File: src/rtl/uart_rx_param.sv
// Parametrised UART receiver with first-word-fall-through output FIFO and per-character error flags.
// Break detection is compiled in when UART_RX_BREAK_DET_EN is defined; otherwise break_det is tied 0.
module uart_rx_param #(
    parameter int unsigned CLOCK_RATE = 200_000_000,
    parameter int unsigned BAUD_RATE  = 115_200,
    parameter int unsigned OVERSAMPLE = 16,
    parameter int unsigned DATA_BITS  = 8,
    parameter int unsigned PARITY     = 0,
    parameter int unsigned STOP_BITS  = 1,
    parameter int unsigned FIFO_DEPTH = 16
) (
    input  logic                          clk,
    input  logic                          rst,
    input  logic                          rxd_i,
    output logic [DATA_BITS-1:0]          rx_data,
    output logic                          rx_valid,
    input  logic                          rx_ready,
    output logic                          frm_err,
    output logic                          par_err,
    output logic                          ovr_err,
    output logic [$clog2(FIFO_DEPTH):0]   fifo_level,
    output logic                          break_det
);
    localparam int unsigned DIV   = (CLOCK_RATE + BAUD_RATE * OVERSAMPLE / 2) / (BAUD_RATE * OVERSAMPLE);
    localparam int unsigned DIV_W = (DIV > 1) ? $clog2(DIV) : 1;
    localparam int unsigned OS_W  = $clog2(OVERSAMPLE);
    localparam int unsigned BIT_W = $clog2(DATA_BITS + 1);
    localparam int unsigned AW    = $clog2(FIFO_DEPTH);
    localparam int unsigned LW    = AW + 1;
`ifdef UART_RX_BREAK_DET_EN
    localparam bit BREAK_EN = 1'b1;
`else
    localparam bit BREAK_EN = 1'b0;
`endif

    typedef enum logic [2:0] {IDLE, START, DATA, PAR, STOP, WAIT_HIGH} state_t;

    typedef struct packed {
        logic                 frm;
        logic                 par;
        logic [DATA_BITS-1:0] data;
    } rx_word_t;

    logic [1:0]           sync_q;
    logic                 rxd_s;
    logic [DIV_W-1:0]     div_q;
    logic                 tick;

    state_t               state_q, state_d;
    logic [OS_W-1:0]      cnt_q, cnt_d;
    logic [BIT_W-1:0]     bit_q, bit_d;
    logic [DATA_BITS-1:0] shreg_q, shreg_d;
    logic                 frm_q, frm_d;
    logic                 perr_q, perr_d;
    logic                 zero_q, zero_d;
    logic                 armed_q, armed_d;
    logic                 brk_q, brk_d;
    logic                 push_c;
    logic                 bit_done;
    rx_word_t             push_word;

    rx_word_t             mem [FIFO_DEPTH];
    logic [AW-1:0]        wr_ptr, rd_ptr;
    logic [LW-1:0]        level_q, level_d;
    logic                 valid_q, ovr_q;
    logic                 pop, full, wr_en;

    assign rxd_s = sync_q[1];
    assign tick  = (div_q == DIV_W'(DIV - 1));

    // Synchroniser and free-running oversample tick divider
    always_ff @(posedge clk) begin
        if (rst) begin
            sync_q <= 2'b11;
            div_q  <= '0;
        end else begin
            sync_q <= {sync_q[0], rxd_i};
            div_q  <= tick ? '0 : div_q + DIV_W'(1);
        end
    end

    always_ff @(posedge clk) begin
        if (rst) begin
            state_q <= IDLE;
            cnt_q   <= '0;
            bit_q   <= '0;
            shreg_q <= '0;
            frm_q   <= 1'b0;
            perr_q  <= 1'b0;
            zero_q  <= 1'b0;
            armed_q <= 1'b0;
            brk_q   <= 1'b0;
        end else begin
            state_q <= state_d;
            cnt_q   <= cnt_d;
            bit_q   <= bit_d;
            shreg_q <= shreg_d;
            frm_q   <= frm_d;
            perr_q  <= perr_d;
            zero_q  <= zero_d;
            armed_q <= armed_d;
            brk_q   <= brk_d;
        end
    end

    always_comb begin
        state_d  = state_q;
        cnt_d    = cnt_q;
        bit_d    = bit_q;
        shreg_d  = shreg_q;
        frm_d    = frm_q;
        perr_d   = perr_q;
        zero_d   = zero_q;
        brk_d    = brk_q;
        push_c   = 1'b0;
        armed_d  = armed_q | (tick & rxd_s);
        bit_done = (cnt_q == OS_W'(OVERSAMPLE - 1));
        if (tick && rxd_s) brk_d = 1'b0;

        case (state_q)
            IDLE: begin
                if (tick && !rxd_s && armed_q) begin
                    state_d = START;
                    cnt_d   = '0;
                end
            end
            START: begin
                if (tick) begin
                    if (cnt_q == OS_W'(OVERSAMPLE / 2 - 1)) begin
                        if (rxd_s) begin
                            state_d = IDLE;
                        end else begin
                            state_d = DATA;
                            cnt_d   = '0;
                            bit_d   = '0;
                            frm_d   = 1'b0;
                            perr_d  = 1'b0;
                            zero_d  = 1'b1;
                        end
                    end else begin
                        cnt_d = cnt_q + OS_W'(1);
                    end
                end
            end
            DATA: begin
                if (tick) begin
                    if (bit_done) begin
                        cnt_d   = '0;
                        shreg_d = {rxd_s, shreg_q[DATA_BITS-1:1]};
                        zero_d  = zero_q & ~rxd_s;
                        if (bit_q == BIT_W'(DATA_BITS - 1)) begin
                            bit_d   = '0;
                            state_d = (PARITY != 0) ? PAR : STOP;
                        end else begin
                            bit_d = bit_q + BIT_W'(1);
                        end
                    end else begin
                        cnt_d = cnt_q + OS_W'(1);
                    end
                end
            end
            PAR: begin
                if (tick) begin
                    if (bit_done) begin
                        cnt_d   = '0;
                        perr_d  = ((^shreg_q) ^ rxd_s) != (PARITY == 1);
                        zero_d  = zero_q & ~rxd_s;
                        state_d = STOP;
                    end else begin
                        cnt_d = cnt_q + OS_W'(1);
                    end
                end
            end
            STOP: begin
                if (tick) begin
                    if (bit_done) begin
                        cnt_d  = '0;
                        frm_d  = frm_q | ~rxd_s;
                        zero_d = zero_q & ~rxd_s;
                        if (bit_q == BIT_W'(STOP_BITS - 1)) begin
                            bit_d = '0;
                            // An all-zero frame is a line break, not a character
                            if (BREAK_EN && zero_q && !rxd_s) begin
                                brk_d   = 1'b1;
                                state_d = WAIT_HIGH;
                            end else begin
                                push_c  = 1'b1;
                                state_d = rxd_s ? IDLE : WAIT_HIGH;
                            end
                        end else begin
                            bit_d = bit_q + BIT_W'(1);
                        end
                    end else begin
                        cnt_d = cnt_q + OS_W'(1);
                    end
                end
            end
            WAIT_HIGH: begin
                if (tick && rxd_s) state_d = IDLE;
            end
            default: state_d = IDLE;
        endcase
    end

    assign push_word = '{frm: frm_q | ~rxd_s, par: perr_q, data: shreg_q};

    assign pop     = valid_q & rx_ready;
    assign full    = (level_q == LW'(FIFO_DEPTH));
    assign wr_en   = push_c & (~full | pop);
    assign level_d = level_q + LW'(wr_en) - LW'(pop);

    // Receive FIFO; a push into a full FIFO only succeeds alongside a pop
    always_ff @(posedge clk) begin
        if (rst) begin
            mem     <= '{default: '0};
            wr_ptr  <= '0;
            rd_ptr  <= '0;
            level_q <= '0;
            valid_q <= 1'b0;
            ovr_q   <= 1'b0;
        end else begin
            if (wr_en) begin
                mem[wr_ptr] <= push_word;
                wr_ptr      <= wr_ptr + AW'(1);
            end
            if (pop) rd_ptr <= rd_ptr + AW'(1);
            level_q <= level_d;
            valid_q <= (level_d != '0);
            ovr_q   <= push_c & full & ~pop;
        end
    end

    assign rx_data    = mem[rd_ptr].data;
    assign frm_err    = mem[rd_ptr].frm;
    assign par_err    = mem[rd_ptr].par;
    assign rx_valid   = valid_q;
    assign fifo_level = level_q;
    assign ovr_err    = ovr_q;
    assign break_det  = brk_q;

endmodule
File: config.mk
export PLATFORM = sky130hd
export DESIGN_NAME = uart_rx_param
export DESIGN_NICKNAME = d
export VERILOG_FILES = /design/src/rtl/uart_rx_param.sv
export SDC_FILE = /design/constraint.sdc
export NUM_CORES = 1
export LEC_CHECK = 0
export CORE_MARGIN = 3
export CORE_UTILIZATION = 62
export DETAILED_ROUTE_END_ITERATION = 10
export PLACE_DENSITY = 0.8
export RECOVER_POWER = 100
export REMOVE_ABC_BUFFERS = 1
export SLEW_MARGIN = 30
export SYNTH_ARGS = -nofsm -noshare
export SYNTH_HDL_FRONTEND = slang
export SYNTH_SLANG_ARGS = --single-unit
File: constraint.sdc
create_clock -name clk -period 2.9 [get_ports clk]
set_input_delay 0.58 -clock clk [delete_from_list [all_inputs] [get_ports clk]]
set_output_delay 0.58 -clock clk [all_outputs]
set_load 0.05 [all_outputs]
* Yosys cells after proc, flatten, opt, wreduce, memory -nomap -nowiden *
Index checks and enable logic that the tools add are counted.

operators by class
  add/sub/neg operators = 7
  magnitude comparators = 3
  equal/unequal tests = 25
  muxes and demuxes = 50
  bitwise operators = 14
  reduce and logical (&&, ||, !) cells = 21

operators by type and width
  operator               number
  $bwmux W160            1
  $mux W4                14
  $bmux W10 S4           1
  $demux W10 S4          1
  $mux W3                13
  $mux W10               3
  $ne A2 B2 Y1 const B   13
  $pmux W4 S3            2
  $pmux W3 S6            1
  $add A4 B1 Y4 const B  4
  $reduce_and A12 Y1     1
  $reduce_and A6 Y1      2
  $mux W1                11
  $ge A5 B5 Y1 const B   2
  $not A4 Y5             2
  $eq A4 B3 Y1 const B   2
  $reduce_and A8 Y1      1
  $reduce_xor A8 Y1      1
  $add A7 B1 Y7 const B  1
  $eq A7 B7 Y1 const B   1
  $eq A3 B2 Y1 const B   2
  $eq A3 B3 Y1 const B   2
  $reduce_bool A3 Y1     2
  $add A5 B1 Y5          1
  other kinds (23)       36

storage, ports and cells
  bits in registers = 206
  input port bits = 4
  output and inout port bits = 18
  word-level logic and storage cells = 182

* Depth between registers and ports, before layout *
Gate-level depths: netlist of run 1.

  word-level depth = 9
  depth in mapped cells = 15
  mapped depth without buffers = 15

* Least setup slack after synthesis of run 1 *
Ideal clock, no wire load.

  path kind = reg2out
  start point = register rd_ptr[0]
  end point = output frm_err
  data arrival time = 2199 ps
  required time = 2320 ps
  setup slack = 121 ps
  stages on the path, launching flop included = 5
  buffers on the path = 2
  cells stage by stage = dfxtp_1 > buf_2 > buf_1 > mux4_2 > mux4_2

on the way
  word-level cells in the longest chain between the ends = 4

RTL lines
  what                              line  source
  start, declared                   63    logic [AW-1:0] wr_ptr, rd_ptr;
  start signal, assigned            226   if (pop) rd_ptr <= rd_ptr + AW'(1);
  $not A4 Y5 (not written as such)  234   assign frm_err = mem[rd_ptr].frm;
  $bmux W10 S4                      234
  $mux W10 (2 in a row)             -
  end, declared                     18    output logic frm_err,

Every way passes these cells. The select of a mux whose other input is x is not followed.

* Worst setup path in the final report of run 1 *
  start point = register rd_ptr[0]
  end point = output par_err

on the way
  word-level cells in the longest chain between the ends = 4

RTL lines
  what                                         line  source
  $not A4 Y5 (not written as such)             235   assign par_err = mem[rd_ptr].par;
  $bmux W10 S4                                 235
  $mux W10 (not written as such) (2 in a row)  235
  end, declared                                19    output logic par_err,

Every way passes these cells. The select of a mux whose other input is x is not followed.

==> results by group, run 1 <==
Detailed routing
  – Vias/cell: 6.221
  – DR vias: between 7k and 8k
  – Final WL: about 23000 µm
  – DR DRC count: 0
  – Antenna viol nets, final: 0
  – DR iter-0 viols: 641
  – Drt pass-1 iters: 7
  – Wire per inst: 20.80 µm

Final layout
  – Most common cell after layout, fill and taps aside: dfxtp_1
  – ANT cells: 0
  – Most frequent cells in the layout: dfxtp_1 (204), nor2_1 (177), mux2i_1 (154)
  – Nets: 950
  – Design area: between 10000 and 15000 µm²
  – Layout overhead on the synthesized area: 12.21%
  – Layout cells sized above 1: 16.10%

Logic synthesis
  – Synthesized flop and latch total: about 210
  – Post-Syn Area: around 9500 µm²
  – Yosys warnings: 0
  – Mean post-synth cell area: 10.56 µm²
  – Post-synth cell types: 53
  – Sequential share of the synthesized area: between 40% and 50%
  – Post-synth EDFFs: 0
  – Async set-or-reset flop fraction in the synthesized netlist: 0%
  – Dominant synthesized flop cell: dfxtp_1
  – Mapped Cells: 903

Timing
  – Final max-slew violation count: 0
  – Final setup margin: -0.05818 ns
  – Worst-Margin Slew: ~1.3 ns
  – Setup-failing EPs final: 10
  – Fmax: about 340 MHz
  – Period utilization: 102.0%
  – Worst Hold Margin: 0.4182 ns
  – Tmin final: 2.958 ns
  – RSZ-0062 raised after global routing: yes
  – Rel. slew slack: approximately 10%
  – Clk_skew: between 0.015 and 0.02 ns
  – Hold Vio Cnt, Final: 0

Power
  – Pint: about 4.7 mW
  – Gate power share: roughly 14%
  – Sw frac: roughly a quarter
  – LEAKAGE: 4.890 nW
  – P_sw: 1.644 mW
  – VDD IR max: around 0.50 mV
  – Flop pwr share: roughly 46%
  – Pwr per Cell Area: 595.0 nW/µm²
  – Power Total: roughly 6.4 mW
  – Clock Power Share: 40.0%

Worst hold path
  – Hold Path Class: flop to flop

Clock network
  – H-tree Lvls: 1
  – CTS tree: done
  – Cts hold-fix bufs: 0
  – Clk_lat worst skew: ~0.5 ns
  – Total CTS buffers: 21
  – CTS clk-pin slew, worst paths: around 0.060 ns
  – Clk sink count: 206
  – CTS Buffer Depth: 3
  – Root Buffer: clkbuf_16

Job
  – Maxcap violations: 0

Worst setup path
  – Arr. time, crit path: between 2 and 2.5 ns
  – CP Data Required Time: ~2.3 ns
  – Critical path's slowest cell: mux4_2
  – Crit path cell chain: buf_12 > clkbuf_16 > mux4_2 > mux4_2 > buf_6
  – Nature of the critical path endpoint: primary output
  – Worst path max stage delay: roughly 0.51 ns
  – Crit path max fanout: 5
  – Critical Path Source Type: flop
  – Kind of critical path: flop to primary output
  – Most used cell, CP: mux4_2

Floorplanning
  – IO Count: 22
  – Row count: 44
  – Die Height: around 130 µm
  – Total die area: 16900 µm²
  – Die Wd: 130.0 µm
  – Starting Density: between 60% and 70%
  – Core Region: between 10000 and 15000 µm²

GRT
  – First-pass GRT wire length: 37030 µm
  – Grt total ovfl: 0
  – GRT Util Overall: ~28%
  – Largest net degree at the start of global routing: 100
  – Vias in the first global route: roughly 7.1k
  – Initial antenna violation count: 0

Outcome
  – Failing checks: setup timing
  – Outcome: finished with violations

Placed design
  – Final GP Congestion: roughly 0.93
  – PortBufs: 20
  – Post-place instance area: 9982 µm²
  – DP Worst Slack: between 0.02 and 0.025 ns
  – Post-DP HPWL: 14170 µm
-- timing repair --
item,in CTS,in global routing
gates cloned,4,2
endpoints found under the setup margin,10,12
pin swaps,0,3
setup buffers,4,0
gates resized for setup,15,10
-- flip-flops by register name, summed over array words and instances (netlist names), 4 cells and up --
signal,count
mem,160
fifo_level,5
rd_ptr,4
bit_q,4
div_q,7
wr_ptr,4
cnt_q,4
shreg_q,8
-- path summary, 6_finish.rpt --
path / cells past startpoint / to / from / slack (ns)
setup reg to reg: 14 / rx_valid$_SDFF_PP0_ / bit_q[0]$_SDFFE_PP0P_ / 0.16
setup / recovery: 5 / par_err / rd_ptr[0]$_SDFFE_PP0N_ / -0.06
hold / removal: 1 / sync_q[1]$_SDFF_PP1_ / sync_q[0]$_SDFF_PP1_ / 0.42
hold reg to reg: 1 / sync_q[1]$_SDFF_PP1_ / sync_q[0]$_SDFF_PP1_ / 0.42
-- logic make-up (layout without fill, tap and decap cells) --
| group | after synthesis | in the layout | synth area share, % |
|---|---|---|---|
| other | 1 | 1 | 0.03934 |
| AOI/OAI and AO/OA | 63 | 63 | 3.794 |
| and+or+nand+nor | 291 | 291 | 15.25 |
| adders and majority gates | 16 | 16 | 2.179 |
| xor gates and xnor gates | 23 | 23 | 2.258 |
| buffers and inverters | 99 | 140 | 5.224 |
| DFF | 206 | 206 | 43.27 |
| muxes | 204 | 204 | 27.99 |
-- critical path, delay by kind of cell (launching register included) --
| kind | cells | cell delay [ns] |
|---|---|---|
| buffers and inverters | 3 | 0.49 |
| flip-flops | 1 | 0.38 |
| multiplexers | 2 | 1.00 |
-- cell type report --
type | count | area [µm²]
clock buffer | 29 | 595.6
clock inverter | 8 | 50.05
fill | 1027 | 4114
inverter | 17 | 63.81
multi-input combinational | 598 | 4857
sequential | 206 | 4131
tap | 184 | 230.2
timing repair buffer | 86 | 767.0
-- stage by stage --
stage               std cells  util (%)  TNS [ns]
floorplan                 821         -   -123.15
global placement         1081     67.40         0
detailed placement       1081     67.40         0
CTS                      1126     73.12   -0.4937
global route             1128     72.22   -0.9686
finish                   1128     72.22   -0.3848
-- power by group through the flow --
stage	registers, mW	logic, mW	clock network (mW)
after floorplan	3.14	0.309	0
after global placement	2.98	0.682	0
after detailed placement	2.99	0.707	0
after CTS	2.92	0.857	2.57
after global routing	2.93	0.949	2.70
final	2.92	0.891	2.55
-- layer usage --
metal / vias to the layer above / share of wire (%) / global-route usage [%]
li1: 3221 / - / -
met1: 3498 / 41 / 35.35
met2: 235 / 50 / 47.59
met3: 63 / 5.7 / 4.298
met4: 0 / 3.7 / 11.06
met5: - / 0 / 0
-- synthesized netlist by cell type, types with 2 or more instances --
cell | n | area, µm²
nand4b_1 | 2 | 17.52
a21oi_1 | 24 | 120.1
or4_1 | 4 | 30.03
nand2b_1 | 3 | 18.77
buf_2 | 11 | 55.05
o21ai_1 | 3 | 15.01
or2_2 | 4 | 25.02
nor2b_1 | 7 | 43.79
dfxtp_1 | 206 | 4124
o21bai_1 | 2 | 15.01
nand4_1 | 7 | 43.79
xor2_1 | 9 | 78.83
buf_1 | 11 | 41.29
o21ai_0 | 22 | 110.1
or3_1 | 2 | 12.51
inv_1 | 17 | 63.81
nand4_2 | 11 | 137.6
nand3b_1 | 19 | 142.6
buf_4 | 10 | 75.07
or3b_1 | 2 | 17.52
clkbuf_1 | 40 | 150.1
nor4b_1 | 2 | 17.52
mux4_2 | 50 | 1126
nor3_1 | 8 | 40.04
xnor2_1 | 13 | 113.9
ha_1 | 15 | 187.7
and3_1 | 2 | 12.51
a211oi_1 | 2 | 15.01
nand3_1 | 14 | 70.07
mux2i_1 | 154 | 1541
nor2_1 | 177 | 664.4
nand2_1 | 20 | 75.07
buf_6 | 10 | 112.6
Note: power is estimated with default switching activity, not from simulation.
==> run 2: changes to the inputs <==
--- a/config.mk
+++ b/config.mk
@@ -6,9 +6,10 @@
 export NUM_CORES = 1
 export LEC_CHECK = 0
 export CORE_MARGIN = 3
-export CORE_UTILIZATION = 62
+export CORE_UTILIZATION = 64
+export CTS_BUF_LIST = sky130_fd_sc_hd__clkbuf_2
 export DETAILED_ROUTE_END_ITERATION = 10
-export PLACE_DENSITY = 0.8
+export PLACE_DENSITY = 0.82
 export RECOVER_POWER = 100
 export REMOVE_ABC_BUFFERS = 1
 export SLEW_MARGIN = 30
==> results by group, run 2 (synthesized netlist as in run 1, its figures left out) <==
Outcome
  – Outcome: finished with violations
  – Failing checks: capacitance limit, slew limit, setup timing

Placed design
  – Final GP Congestion: 0.8781 (-5.5%)
  – Dpl cells: 1074 (-0.65%)
  – Post-place instance area: 9955 µm² (-0.28%)
  – Post-DP HPWL: 14120 µm (-0.38%)
  – PortBufs: 20 (unchanged)

Clock network
  – Root Buffer: clkbuf_2
  – Clk_lat worst skew: 0.80 ns (+0.30 ns)
  – CTS clk-pin slew, worst paths: 0.09 ns (+0.03 ns)
  – CTS Buffer Depth: 3 (unchanged)
  – Clk sink count: 206 (unchanged)
  – Cts hold-fix bufs: 0 (unchanged)
  – Total CTS buffers: 51 (+140%)
  – CTS tree: done
  – H-tree Lvls: 2 (+1)

Worst setup path
  – Crit path cell chain: buf_12 > buf_16 > mux4_2 > mux4_2 > buf_6
  – RR Startpoint: bit_q[0]$_SDFFE_PP0P_
  – Crit path max fanout: 8 (+3)
  – Worst r2r path cells: 9 (-5)
  – Crit path buf inv count: 3 (unchanged)
  – Arr. time, crit path: 2.59 ns (+0.21 ns)
  – Flop-to-flop setup slack: 0.04 ns (-0.12 ns)
  – CP Data Required Time: 2.32 ns (about the same)
  – Critical path's slowest cell: mux4_2
  – Most used cell, CP: mux4_2
  – Nature of the critical path endpoint: primary output
  – CP delay by family, top: multiplexers
  – Critical Path Source Type: flop
  – R2r endpoint: mem[108]$_SDFFE_PP0P_
  – Kind of critical path: flop to primary output
  – Worst path max stage delay: 0.50 ns (about the same)

Detailed routing
  – Wire per inst: 19.44 µm (-6.5%)
  – DR DRC count: 0 (unchanged)
  – DR vias: 7116 (+1.4%)
  – Final WL: 22630 µm (-3.5%)
  – Vias/cell: 6.113 (-1.7%)
  – Antenna viol nets, final: 0 (unchanged)
  – Drt pass-1 iters: 5 (-2)
  – DR iter-0 viols: 543 (-15%)

Final layout
  – Largest registers: mem: 160 flops, shreg_q: 8 flops, div_q: 7 flops
  – Most common cell after layout, fill and taps aside: dfxtp_1
  – Nets: 982 (+3.4%)
  – Largest reg by FF count: mem
  – Non-Filler Instances: 1164 (+3.2%)
  – Fillers: 982 (-4.4%)
  – Layout overhead on the synthesized area: 10.02%
  – Max FFs per register: 160 (unchanged)
  – Design area: 10490 µm² (-2.0%)
  – Layout cells sized above 1: 21.85% (+5.7 points)
  – Most frequent cells in the layout: dfxtp_1 (204), nor2_1 (177), mux2i_1 (154)
  – ANT cells: 0 (unchanged)

Power
  – VDD IR max: 0.5088 mV (+1.7%)
  – Power Total: 5.448 mW (-14%)
  – Pwr per Cell Area: 519.5 nW/µm² (-13%)
  – LEAKAGE: 4.939 nW (+1.0%)
  – Clock Power Share: 31.6% (-8.4 points)
  – Sw frac: 29.07% (+3.2 points)
  – Gate power share: 14.7% (+0.7 points)
  – Flop pwr share: 53.7% (+7.7 points)
  – P_sw: 1.584 mW (-3.7%)
  – Pint: 3.864 mW (-18%)

Timing
  – Period utilization: 109.2% (+7.2 points)
  – Setup-failing EPs final: 10 (unchanged)
  – RSZ-0062 raised after global routing: yes
  – Clk_skew: 0.08409 ns (+0.06747 ns)
  – Final setup margin: -0.2676 ns (-0.2094 ns)
  – Fmax: 315.7 MHz (-6.6%)
  – Worst Hold Margin: 0.4053 ns (-0.01287 ns)
  – Final max-slew violation count: 82 (+82)
  – Rel. slew slack: -4.815% (-15 points)
  – Worst-Margin Slew: 1.572 ns (+0.2392 ns)
  – Tmin final: 3.168 ns (+0.2094 ns)
  – Hold Vio Cnt, Final: 0 (unchanged)

GRT
  – Initial antenna violation count: 0 (unchanged)
  – Grt total ovfl: 0 (unchanged)
  – Vias in the first global route: 7189 (+1.7%)
  – GRT Util Overall: 28.05% (+0.30 points)
  – First-pass GRT wire length: 36390 µm (-1.7%)
  – Largest net degree at the start of global routing: 82 (-18%)

Floorplanning
  – Row count: 43 (-2.3%)
  – Core Region: 14200 µm² (-4.1%)
  – Total die area: 16390 µm² (-3.0%)
  – Starting Density: 67.11% (+2.7 points)
  – Die Wd: 128.0 µm (-1.5%)
  – IO Count: 22 (unchanged)
  – Die Height: 128.0 µm (-1.5%)

Worst hold path
  – Hold Path Class: flop to flop
  – Critical hold path startpoint: sync_q[0]$_SDFF_PP1_
  – WHS Path Cells: 1 (unchanged)
  – Hold-critical path endpoint: sync_q[1]$_SDFF_PP1_

Job
  – Maxcap violations: 1 (+1)
[run 2: cell types whose count changed in the layout (fill, tap and decap cells not counted), sizes merged]
cell | previous run | this run
clkbuf | 64 | 86
buf | 41 | 63
clkinv | 6 | 2
[run 2: how the worst max path moves through the flow]
| stage | cells past startpoint | end | slack, ns | startpoint |
|---|---|---|---|---|
| 2_1_floorplan | 7 | mem[129]$_SDFFE_PP0P_ | -0.92 | bit_q[0]$_SDFFE_PP0P_ |
| 3_3_place_gp | 13 | rx_valid$_SDFF_PP0_ | 0.12 | rx_ready |
| 3_5_place_dp | 13 | rx_valid$_SDFF_PP0_ | 0.06 | rx_ready |
| 4_1_cts | 5 | rx_data[4] | -0.36 | rd_ptr[0]$_SDFFE_PP0N_ |
| 5_1_grt | 5 | frm_err | -0.37 | rd_ptr[0]$_SDFFE_PP0N_ |
| 6_report | 5 | frm_err | -0.27 | rd_ptr[0]$_SDFFE_PP0N_ |
[run 2: through the flow]
stage / util (%) / TNS, ns / worst slack, ns
floorplan: - / -123.15 / -0.9164
global placement: 70.08 / 0 / 0.1249
detailed placement: 70.08 / 0 / 0.06477
CTS: 74.42 / -3.405 / -0.3596
global route: 73.83 / -6.342 / -0.3701
finish: 73.83 / -2.507 / -0.2676
[run 2: repair_timing]
item | in CTS | in global routing
gates resized for setup | 20 | 6
setup buffers | 7 | 6
setup endpoints to repair | 10 | 12
cloned | 4 | 0
[run 2: power by group through the flow]
stage | logic [mW] | clock network [mW] | registers, mW
after floorplan | 0.309 | 0 | 3.14
after CTS | 0.836 | 1.76 | 2.92
final | 0.800 | 1.72 | 2.92
after global routing | 0.866 | 1.90 | 2.93
after detailed placement | 0.700 | 0 | 2.98
after global placement | 0.683 | 0 | 2.98
[run 2: worst reg2reg max path, delay by kind of cell (launching register included)]
| family | cells | cell delay (ns) |
|---|---|---|
| DFF | 1 | 0.35 |
| buffers and inverters | 3 | 1.07 |
| and+or+nand+nor | 4 | 0.93 |
| adders and majority gates | 1 | 0.16 |
| muxes | 1 | 0.20 |
[run 2: area by class of cell]
cell class | instances | area, µm² | area share [%]
Clock buffer | 71 | 355.3 | 3.389
Clock inverter | 4 | 18.77 | 0.1790
Inverter | 17 | 63.81 | 0.6085
Multi-Input combinational cell | 598 | 4862 | 46.37
Sequential cell | 206 | 4131 | 39.40
Tap cell | 180 | 225.2 | 2.148
Timing Repair Buffer | 88 | 829.5 | 7.911
[run 2: metal layers]
metal  track usage, %  wire [µm]  part of all wire [%]  vias to the layer above
met2            48.31      11320                    50                      264
met1            34.33       9059                    40                     3504
li1                 -          -                     -                     3289
met4            12.11        749                   3.3                        0
met3            5.458       1498                   6.6                       59
met5                0          0                     0                        -
